==> src/rtl/xnor_reduce_acc.sv <==
// xnor_reduce_acc: per-frame XNOR/XOR parity accumulator with saturating beat count and valid/ready result register
module xnor_reduce_acc #(
  parameter int WIDTH = 3,
  parameter int CNT_W = 8
) (
  input  logic             clk,
  input  logic             rst_n,
  input  logic             in_valid,
  output logic             in_ready,
  input  logic [WIDTH-1:0] in_data,
  input  logic             in_last,
  input  logic             mode,
  output logic             out_valid,
  input  logic             out_ready,
  output logic             out_parity,
  output logic [CNT_W-1:0] out_count,
  output logic             out_sat
);
  localparam logic [CNT_W-1:0] CNT_MAX = {CNT_W{1'b1}};
  logic             acc;
  logic [CNT_W-1:0] cnt;
  logic             mode_q;
  logic             in_frame;
  logic             take;
  logic             x;
  logic             mode_eff;
  logic [CNT_W-1:0] cnt_nx;
  always_comb begin
    in_ready = rst_n && (!out_valid || out_ready);
    take     = in_valid && in_ready;
    x        = in_frame ? acc ^ (^in_data) : ^in_data;
    mode_eff = in_frame ? mode_q : mode;
    cnt_nx   = !in_frame ? CNT_W'(1) : (cnt == CNT_MAX ? cnt : cnt + CNT_W'(1));
  end
  always_ff @(posedge clk) begin
    if (!rst_n) begin
      acc        <= 1'b0;
      cnt        <= '0;
      mode_q     <= 1'b0;
      in_frame   <= 1'b0;
      out_valid  <= 1'b0;
      out_parity <= 1'b0;
      out_count  <= '0;
      out_sat    <= 1'b0;
    end else begin
      if (take && !in_frame)
        mode_q <= mode;
      if (take && in_last) begin
        out_valid  <= 1'b1;
        out_parity <= mode_eff ? x : ~x;
        out_count  <= cnt_nx;
        out_sat    <= cnt_nx == CNT_MAX;
        acc        <= 1'b0;
        cnt        <= '0;
        in_frame   <= 1'b0;
      end else begin
        if (out_ready)
          out_valid <= 1'b0;
        if (take) begin
          acc      <= x;
          cnt      <= cnt_nx;
          in_frame <= 1'b1;
        end
      end
    end
  end
endmodule

==> config.mk <==
export PLATFORM = sky130hd
export DESIGN_NAME = xnor_reduce_acc
export DESIGN_NICKNAME = d
export VERILOG_FILES = /design/src/rtl/xnor_reduce_acc.sv
export SDC_FILE = /design/constraint.sdc
export NUM_CORES = 1
export LEC_CHECK = 0
export ABC_AREA = 1
export ABC_CLOCK_PERIOD_IN_PS = 1800
export CAP_MARGIN = 20
export CORE_ASPECT_RATIO = 0.8
export CORE_UTILIZATION = 50
export CTS_BUF_LIST = sky130_fd_sc_hd__clkbuf_16
export DETAILED_ROUTE_END_ITERATION = 6
export PLACE_DENSITY = 0.86
export SLEW_MARGIN = 20
export SYNTH_ARGS = -nofsm -noshare
export SYNTH_HDL_FRONTEND = slang
export SYNTH_SLANG_ARGS = --single-unit
==> constraint.sdc <==
create_clock -name clk -period 1.8 [get_ports clk]
set_clock_uncertainty 0.2 [all_clocks]
set_input_delay 0.36 -clock clk [delete_from_list [all_inputs] [get_ports clk]]
set_output_delay 0.36 -clock clk [all_outputs]
set_load 0.005 [all_outputs]
==> out/results.tsv, run 1 <==
stage	metric	value	unit
clock_tree	Root Driver	clkbuf_16	
worst_setup_path	Worst EP arrival	1.82	ns
global_route	gr ovfl total	0	
synth	biggest area consumer among synthesized cells	dfxtp_1	
sta	fmax	0.5362	GHz
power_and_ir_drop	Tot Pwr	1.157	mW
die	CORE AREA	1962	µm²
global_route	vias in the first global route	1077	
synth	Syn Area/Cell	7.026	µm²
clock_tree	CTS clk-pin slew, worst paths	0.06	ns
synth	register area share after synthesis	0.4018	
power_and_ir_drop	maximum vdd drop	856.6	µV
die	site row count	14	
sta	setup TNS	-0.06482	ns
place	Final GP Congestion	0.8195	
clock_tree	# hold bufs at CTS	0	
power_and_ir_drop	Leak	0.6270	nW
clock_tree	total CTS buffers	3	
synth	Mapped Area	1096	µm²
routing	post-route ant nets	0	
die	Die X	54.35	µm
sta	final setup vio count	1	
layout	area grow syn2layout	36.64	%
power_and_ir_drop	switching power	0.2779	mW
sta	final period utilization	1.036	
synth	Synth Net Count	166	
layout	share of cells above drive strength 1	0.1684	
worst_setup_path	Data required, critical path	1.75	ns
routing	vias	1173	
layout	post-route insts no fill	214	
worst_setup_path	type of origin of the critical path	input port	
place	I/O Buffers	20	
global_route	first-pass GRT wire length	4.650	mm
worst_setup_path	critical path class	input port to register	
synth	top-area cell type share of the netlist area	0.4018	
die	Initial Utilization	0.5587	
power_and_ir_drop	internal power	0.8792	mW
place	pre-CTS setup slack	-0.3298	ns
place	placed cell count	210	
synth	Post-synth EDFFs	0	
clock_tree	htree depth	1	
clock_tree	clk sink count	22	
clock_tree	CTS tree	done	
synth	#FFs+latches synth	22	
die	die area	2384	µm²
sta	Slew Limit Fails	0	
power_and_ir_drop	Flop pwr share	0.457	
synth	synth warn	0	
synth	post-synthesis cell count	156	
clock_tree	CTS Buffer Depth	2	
synth	Synth area leaders	dfxtp_1 (40%), nand2_1 (14%), nand3_1 (7.8%)	
layout	fin nets	201	
sta	hold_ws	0.2550	ns
sta	Final Hold Fails	0	
global_route	initial antenna violation count	0	
power_and_ir_drop	sw frac	0.2402	
layout	post-layout util	0.7634	
routing	drt drc	0	
place	detailed placer's ending HPWL	2.028	mm
synth	async set or reset register ratio after synthesis	0	
routing	wire per inst	14.91	µm
worst_setup_path	crit-path max FO	16	
job	Max-cap violations	0	
power_and_ir_drop	clock share of power	0.397	
power_and_ir_drop	PD cells	772.6	nW/µm²
synth	post-synthesis cell type count	25	
sta	Slew Limit Headroom	0.7800	
status	failing checks	negative setup slack	
die	chip height	43.88	µm
routing	Iter 0 DRT Violations	67	
synth	most common cell in the netlist	nand2_1	
clock_tree	Skew-Pair Late Insertion Delay	0.25	ns
worst_hold_path	class of the worst hold path	register to register	
sta	Worst Tran Pin Value	0.3265	ns
routing	total wire length	3.191	mm
place	placed cell areas	1401	µm²
sta	min Tclk post-route	1.865	ns
layout	post-route cell area	1498	µm²
sta	worst setup margin	-0.06482	ns
worst_setup_path	Crit. End Element	register	
global_route	Tot GR Track Use	0.2766	
synth	Synth top cells by count	nand2_1 (40), dfxtp_1 (22), nand3_1 (17), inv_1 (15), nor2_1 (12)	
layout	ANT cells	0	
status	status	finished, violations left	
routing	Via density	5.481	
routing	router iterations before antenna repair	5	
power_and_ir_drop	Logic pwr share	0.146	
global_route	pin count of the biggest net entering global routing	17	
die	Top-Level Pins	21	
synth	Top FF cell, synth	dfxtp_1	
critical path, cell delays in order:
cell and delay [ns]:
clkdlybuf4s50_1 0.40, inv_1 0.11, a21oi_4 0.08, nand2_4 0.08, inv_6 0.05, nand2_4 0.07, nand2_2 0.08, inv_4 0.15
o21ai_0 0.18, a21oi_1 0.26
kinds of logic after synthesis:
| family | share of synthesized area |
|---|---|
| xor+xnor | 0.02398 |
| simple gates | 0.2934 |
| fa+ha+maj | 0.01141 |
| compound gates | 0.1792 |
| flops | 0.4018 |
| buf+inv | 0.09018 |
layout make-up:
cell class | instances | area (µm²)
well taps | 24 | 30.03
repair buffers | 33 | 291.5
multi-input cells | 112 | 574.3
fillers | 138 | 464.2
clock inverters | 1 | 3.754
flip-flops and latches | 22 | 444.2
inverters | 19 | 78.83
clock buffers | 3 | 75.07
power groups by stage:
stage / clock [mW] / combinational, mW / sequential [mW]
final: 0.459 / 0.169 / 0.529
after floorplan: 0 / 0.0869 / 0.534
after CTS: 0.461 / 0.161 / 0.527
after global routing: 0.492 / 0.182 / 0.531
after detailed placement: 0 / 0.157 / 0.537
after global placement: 0 / 0.148 / 0.535
sequential cells by signal, summed over array words and instances (netlist names):
| name | cells |
|---|---|
| acc | 1 |
| cnt | 8 |
| in_frame | 1 |
| mode_q | 1 |
| out_count | 8 |
| out_parity | 1 |
| out_sat | 1 |
| out_valid | 1 |
path summary, 6_finish.rpt:
| check | from | end | slack, ns | cells after the start |
|---|---|---|---|---|
| max reg2reg | cnt[6] | cnt[5] | 0.05 | 6 |
| max | out_ready | cnt[5] | -0.06 | 10 |
| min | out_count[3] | out_count[3] | 0.26 | 2 |
| min reg2reg | out_count[3] | out_count[3] | 0.26 | 2 |
placed cells by master (no fill, tap or decap):
master           Yosys  layout
nor2_1              12      12
nand3_1             17      17
ha_4                 0       1
clkdlybuf4s50_1      0      18
xnor2_1              1       1
nand2_1             40      38
clkinv_1             0       1
a21oi_1             11      11
dlygate4sd2_1        0       1
dfxtp_4              0       1
inv_6                1       1
o21ai_0             11      11
dfxtp_1             22      21
inv_2                3       2
o21a_1               1       1
xor2_1               2       2
clkbuf_16            0       3
buf_2                0       1
buf_4                1      13
o21bai_1             1       1
nor2_2               1       1
nand4_1              1       1
nand2_4              2       2
inv_1               15      15
a211oi_1             1       1
nand2_2              1       3
a21oi_4              1       1
o21ai_1              6       6
inv_4                0       1
o21ai_2              2       2
per-layer routing:
layer	GRT usage	vias to the layer above	wire (µm)
li1	-	572	-
met1	0.3405	521	1167
met2	0.4634	67	1625
met3	0.07368	13	309
met4	0.08718	0	89
met5	0	-	0
what timing repair did:
action	in CTS	in global routing
endpoints found under the setup margin	2	3
buffers inserted	0	0
pin swaps	1	2
resized for setup	6	6
Power figures use the tool's default switching activity.
==> run 2: changes to the inputs <==
==> constraint.sdc (replaced) <==
create_clock -name clk -period 1.8 [get_ports clk]
set_clock_uncertainty 0.2 [all_clocks]
set_input_delay 0.18 -clock clk [delete_from_list [all_inputs] [get_ports clk]]
set_output_delay 0.18 -clock clk [all_outputs]
set_load 0.02 [all_outputs]
==> run 2 against run 1 <==
Compared with the run above:
- the flow still finishes with violations (negative setup slack)
- combinational power barely moved
- utilization rose by 1.4 points
- critical path depth did not move
- die area did not move
- via count rose by 2.5%
- fmax rose by 3.3%
- non-clock buffer count fell by 2
- routed wire length barely moved
- global-route usage rose by 0.39 points
- sequential power barely moved
- register-to-register slack got worse by 0.06 ns
- clock power rose by 34%
- critical path type is now register to register
- highest routed layer unchanged
==> out/results.tsv, run 2 (same netlist as run 1, synthesis figures left out) <==
stage	metric	value	unit	change
clock_tree	total CTS buffers	3		unchanged
place	I/O Buffers	20		unchanged
layout	# fillers	142		+2.9%
routing	Iter 0 DRT Violations	55		-18%
sta	final setup vio count	1		unchanged
routing	Via density	5.670		+3.4%
worst_setup_path	Worst EP arrival	1.81	ns	about the same
layout	post-route cell area	1525	µm²	+1.8%
job	Max-cap violations	0		unchanged
clock_tree	CTS tree	done		
routing	post-route ant nets	0		unchanged
power_and_ir_drop	maximum vdd drop	755.9	µV	-12%
clock_tree	CTS clk-pin slew, worst paths	0.06	ns	about the same
routing	wire per inst	15.07	µm	+1.0%
worst_setup_path	type of origin of the critical path	register		
global_route	met2 Usage GRT	0.4780		+0.01463
layout	most frequent cells in the layout	nand2_1 (39), dfxtp_1 (20), clkdlybuf4s50_1 (19)		
clock_tree	clk sink count	22		unchanged
place	pre-CTS setup slack	-0.08399	ns	+0.2458 ns
place	Final GP Congestion	0.8134		-0.74%
worst_setup_path	critical path class	register to register		
layout	commonest non-fill, non-tap cell in the layout	nand2_1		
place	detailed placer's ending HPWL	1.943	mm	-4.2%
clock_tree	CTS Buffer Depth	2		unchanged
worst_setup_path	Crit. End Element	register		
die	chip height	43.88	µm	unchanged
sta	worst setup margin	-0.005532	ns	+0.05929 ns
routing	router iterations before antenna repair	4		-1
routing	drt drc	0		unchanged
global_route	GR Layer Usage met3	0.06667		-0.007018
sta	Slew Limit Headroom	0.7801		about the same
routing	vias	1202		+2.5%
power_and_ir_drop	Leak	0.6310	nW	+0.64%
sta	Final Hold Fails	0		unchanged
routing	total wire length	3.194	mm	about the same
sta	Slew Limit Fails	0		unchanged
status	failing checks	negative setup slack		
global_route	Tot GR Track Use	0.2805		+0.003888
clock_tree	Skew-Pair Late Insertion Delay	0.25	ns	about the same
place	placed cell areas	1379	µm²	-1.6%
layout	area grow syn2layout	39.16	%	
worst_hold_path	class of the worst hold path	register to register		
global_route	first-pass GRT wire length	4.705	mm	+1.2%
layout	share of cells above drive strength 1	0.1755		+0.007111
sta	Worst Tran Pin Value	0.3264	ns	-0.0001878 ns
sta	fmax	0.5539	GHz	+3.3%
die	Top-Level Pins	21		unchanged
clock_tree	htree depth	1		unchanged
layout	post-layout util	0.7774		+0.01403
global_route	pin count of the biggest net entering global routing	17		unchanged
worst_setup_path	Data required, critical path	1.80	ns	+0.05 ns
global_route	gr ovfl total	0		unchanged
status	status	finished, violations left		
die	Die X	54.35	µm	unchanged
power_and_ir_drop	PD cells	861.6	nW/µm²	+12%
layout	ANT cells	0		unchanged
global_route	layer carrying the most global-route usage	met2		
sta	final period utilization	1.003		-0.03294
global_route	global-route track usage on met1	0.3284		-0.01211
layout	biggest regs	cnt (8), out_count (8)		
die	site row count	14		unchanged
layout	fin nets	199		-1.0%
worst_setup_path	crit-path max FO	4		-12
die	die area	2384	µm²	unchanged
global_route	vias in the first global route	1079		+0.19%
global_route	initial antenna violation count	0		unchanged
die	CORE AREA	1962	µm²	unchanged
die	Initial Utilization	0.5587		unchanged
worst_setup_path	Worst Reg-to-Reg Cells	10		+4
sta	min Tclk post-route	1.806	ns	-0.05929 ns
worst_hold_path	Cells on Worst Hold Path	2		unchanged
clock_tree	Root Driver	clkbuf_16		
-- run 2: cell types whose count changed in the layout (fill, tap and decap cells not counted), sizes merged --
cell | before | now
clkinv | 1 | 0
buf | 14 | 11
bufinv | 0 | 1
clkdlybuf4s50 | 18 | 19
-- run 2: worst max-delay path: stages, from the launching register on --
cell and delay [ns]:
dfxtp_2 0.40, ha_4 0.17, nand2_1 0.10, nor2_4 0.17
buf_4 0.14, nand3_1 0.08, nand2_1 0.09, nand2_1 0.09
nor2_1 0.15, nand3_1 0.11, nand2_1 0.06
-- run 2: power by group --
group / internal [mW] / switching (mW) / leakage (nW) / total [mW]
logic: 0.0727 / 0.0969 / 0.400 / 0.170
clock network: 0.441 / 0.172 / 0.0511 / 0.613
registers: 0.509 / 0.0224 / 0.180 / 0.531
-- run 2: final cells by class --
type,instances,area (µm²),share of cell area
clock buffer,3,75.07,0.04922
clock inverter,1,30.03,0.01969
inverter,19,76.32,0.05004
multi-input combinational,112,589.3,0.3864
sequential,22,442.9,0.2904
tap,24,30.03,0.01969
timing repair buffer,31,281.5,0.1846
-- run 2: stage by stage --
| step | total power, mW | std cells | hold slack, ns | TNS (ns) |
|---|---|---|---|---|
| 6_report | 1.314 | 212 | 0.2500 | -0.005532 |
| 5_1_grt | 1.357 | 212 | 0.2829 | -0.1081 |
| 4_1_cts | 1.311 | 211 | 0.2528 | 0 |
| 3_5_place_dp | 0.6969 | 207 | 0.2405 | -0.08399 |
| 3_3_place_gp | 0.6880 | 207 | 0.2303 | -0.06514 |
| 2_1_floorplan | 0.6296 | 156 | 0.1184 | 0 |
-- run 2: per-layer routing --
layer	share of wire	wire, µm
met3	0.094	300
met5	0	0
met4	0.029	93
met1	0.37	1172
met2	0.51	1627
-- run 2: final timing paths --
| kind | startpoint | to | slack, ns |
|---|---|---|---|
| min | out_sat | out_sat | 0.25 |
| min reg2reg | out_sat | out_sat | 0.25 |
| max | cnt[0] | out_sat | -0.006 |
| max reg2reg | cnt[0] | out_sat | -0.006 |
-- run 2: timing repair --
action	4_1_cts	5_1_grt
hold buffers	0	0
hold endpoints to repair	0	0
pin swaps	0	1
setup endpoints to repair	1	7
gates resized for setup	1	9
setup buffers	0	1
==> run 3: changes to the inputs <==
Settings changed: MAX_ROUTING_LAYER set to met4.
==> run 3 against run 2 <==
Compared with the run above:
- the flow finishes with violations (design-rule violations)
- first-iteration DRC count up 7.3%
- total power about the same
- via count up 0.58%
- non-clock buffer count unchanged
- critical endpoint unchanged
- largest power group unchanged
==> out/results.tsv, run 3 (same netlist as run 1, synthesis figures left out) <==
stage	metric	value	unit	change
status	status	finished, violations left		
status	failing checks	design-rule violations		
sta	Worst Tran Pin Value	0.3194	ns	-0.006937 ns
routing	drt drc	1		+1
layout	fin nets	199		unchanged
layout	post-route cell area	1525	µm²	unchanged
worst_setup_path	highest-delay cell along the critical path	dfxtp_2		
job	Max-cap violations	0		unchanged
global_route	gr ovfl total	0		unchanged
die	CORE AREA	1962	µm²	unchanged
place	I/O Buffers	20		unchanged
place	placed cell areas	1379	µm²	unchanged
layout	ANT cells	0		unchanged
worst_setup_path	type of origin of the critical path	register		
layout	commonest non-fill, non-tap cell in the layout	nand2_1		
sta	min Tclk post-route	1.782	ns	-0.02340 ns
sta	Slew Limit Fails	0		unchanged
power_and_ir_drop	maximum vdd drop	752.4	µV	-0.46%
place	Final GP Congestion	0.8254		+1.5%
routing	post-route ant nets	0		unchanged
sta	Slew Limit Headroom	0.7848		+0.004673
routing	wire per inst	15.19	µm	+0.81%
clock_tree	clk sink count	22		unchanged
routing	total wire length	3.220	mm	+0.81%
routing	vias	1209		+0.58%
clock_tree	CTS tree	done		
sta	hold_ws	0.2498	ns	-0.0001450 ns
die	Initial Utilization	0.5587		unchanged
power_and_ir_drop	switching power	0.2907	mW	-0.16%
die	Die X	54.35	µm	unchanged
die	die area	2384	µm²	unchanged
routing	Via density	5.703		+0.58%
power_and_ir_drop	sw frac	0.2213		-0.0002881
worst_setup_path	most frequent CP cell	nand2_1		
sta	Final Hold Fails	0		unchanged
worst_setup_path	Buf+Inv Stages, Crit Path	1		unchanged
sta	worst setup margin	0.01786	ns	+0.02340 ns
layout	area grow syn2layout	39.16	%	unchanged
layout	post-route insts no fill	212		unchanged
clock_tree	CTS Buffer Depth	2		unchanged
power_and_ir_drop	Flop pwr share	0.404		about the same
die	chip height	43.88	µm	unchanged
global_route	vias in the first global route	1083		+0.37%
global_route	pin count of the biggest net entering global routing	17		unchanged
clock_tree	Skew-Pair Late Insertion Delay	0.25	ns	about the same
power_and_ir_drop	internal power	1.023	mW	about the same
place	placed cell count	207		unchanged
sta	fmax	0.5611	GHz	+1.3%
power_and_ir_drop	PD cells	861.3	nW/µm²	about the same
routing	router iterations before antenna repair	7		+3
layout	biggest regs	cnt (8), out_count (8)		
global_route	first-pass GRT wire length	4.712	mm	+0.15%
clock_tree	total CTS buffers	3		unchanged
power_and_ir_drop	Logic pwr share	0.130		about the same
power_and_ir_drop	clock share of power	0.466		about the same
global_route	Tot GR Track Use	0.2892		+0.008669
place	pre-CTS setup slack	-0.08399	ns	unchanged
layout	share of cells above drive strength 1	0.1755		unchanged
worst_setup_path	Data required, critical path	1.80	ns	about the same
place	detailed placer's ending HPWL	1.943	mm	unchanged
clock_tree	htree depth	1		unchanged
clock_tree	Root Driver	clkbuf_16		
die	Top-Level Pins	21		unchanged
clock_tree	# hold bufs at CTS	0		unchanged
die	site row count	14		unchanged
layout	most frequent cells in the layout	nand2_1 (39), dfxtp_1 (20), clkdlybuf4s50_1 (19)		
sta	final period utilization	0.9901		-0.01300
power_and_ir_drop	Tot Pwr	1.314	mW	about the same
global_route	initial antenna violation count	0		unchanged
power_and_ir_drop	Leak	0.6310	nW	unchanged
worst_setup_path	slowest stage delay, CP	0.39	ns	about the same
worst_setup_path	Crit. End Element	register		
worst_setup_path	Worst EP arrival	1.78	ns	-0.03 ns
worst_setup_path	critical path class	register to register		
worst_setup_path	CP delay by family, top	simple AND/OR/NAND/NOR gates		
worst_setup_path	Cell Chain, Critical Path	ha_4, nand2_1, nor2_4, buf_4, nand3_1, nand2_1, nand2_1, nor2_1, nand3_1, nand2_1		
sta	final setup vio count	0		-1
routing	Iter 0 DRT Violations	59		+7.3%
worst_hold_path	class of the worst hold path	register to register		
clock_tree	CTS clk-pin slew, worst paths	0.06	ns	about the same
worst_setup_path	crit-path max FO	4		unchanged
run 3: worst paths after layout:
check	startpoint	end	slack, ns	cells after the start
worst min register to register	out_sat	out_sat	0.25	2
worst max register to register	cnt[0]	out_sat	0.02	10
worst max-delay path	cnt[0]	out_sat	0.02	10
worst min-delay path	out_sat	out_sat	0.25	2
run 3: power groups by stage:
| stage | sequential [mW] | combinational (mW) | clock [mW] |
|---|---|---|---|
| floorplan | 0.541 | 0.0885 | 0 |
| global placement | 0.535 | 0.153 | 0 |
| detailed placement | 0.537 | 0.160 | 0 |
| CTS | 0.528 | 0.163 | 0.620 |
| global route | 0.534 | 0.183 | 0.640 |
| finish | 0.531 | 0.170 | 0.612 |
run 3: area by class of cell:
class                   count  area, µm²
inverters                  19      76.32
fillers                   142      436.7
flip-flops and latches     22      442.9
multi-input cells         112      589.3
clock buffers               3      75.07
repair buffers             31      281.5
clock inverters             1      30.03
well taps                  24      30.03
run 3: stage by stage:
step | TNS, ns | utilization
after floorplan | 0 | -
after global routing | -0.2346 | 0.7774
final | 0 | 0.7774
after detailed placement | -0.08399 | 0.7028
after global placement | -0.06514 | 0.7028
after CTS | 0 | 0.7557
run 3: worst register-to-register path: stages, from the launching register on:
cell	delay, ns
dfxtp_2	0.39
ha_4	0.16
nand2_1	0.10
nor2_4	0.17
buf_4	0.14
nand3_1	0.08
nand2_1	0.09
nand2_1	0.08
nor2_1	0.15
nand3_1	0.11
nand2_1	0.06
run 3: metal layers:
metal,GRT usage,share of wire
met5,-,0
met4,0.1231,0.032
met3,0.06667,0.096
met2,0.4805,0.51
met1,0.3262,0.37
run 3: repair_timing:
item,CTS,global route
resized for setup,1,9
setup endpoints to repair,1,7
gates cloned,0,0
pin swaps,0,1
setup buffers,0,1
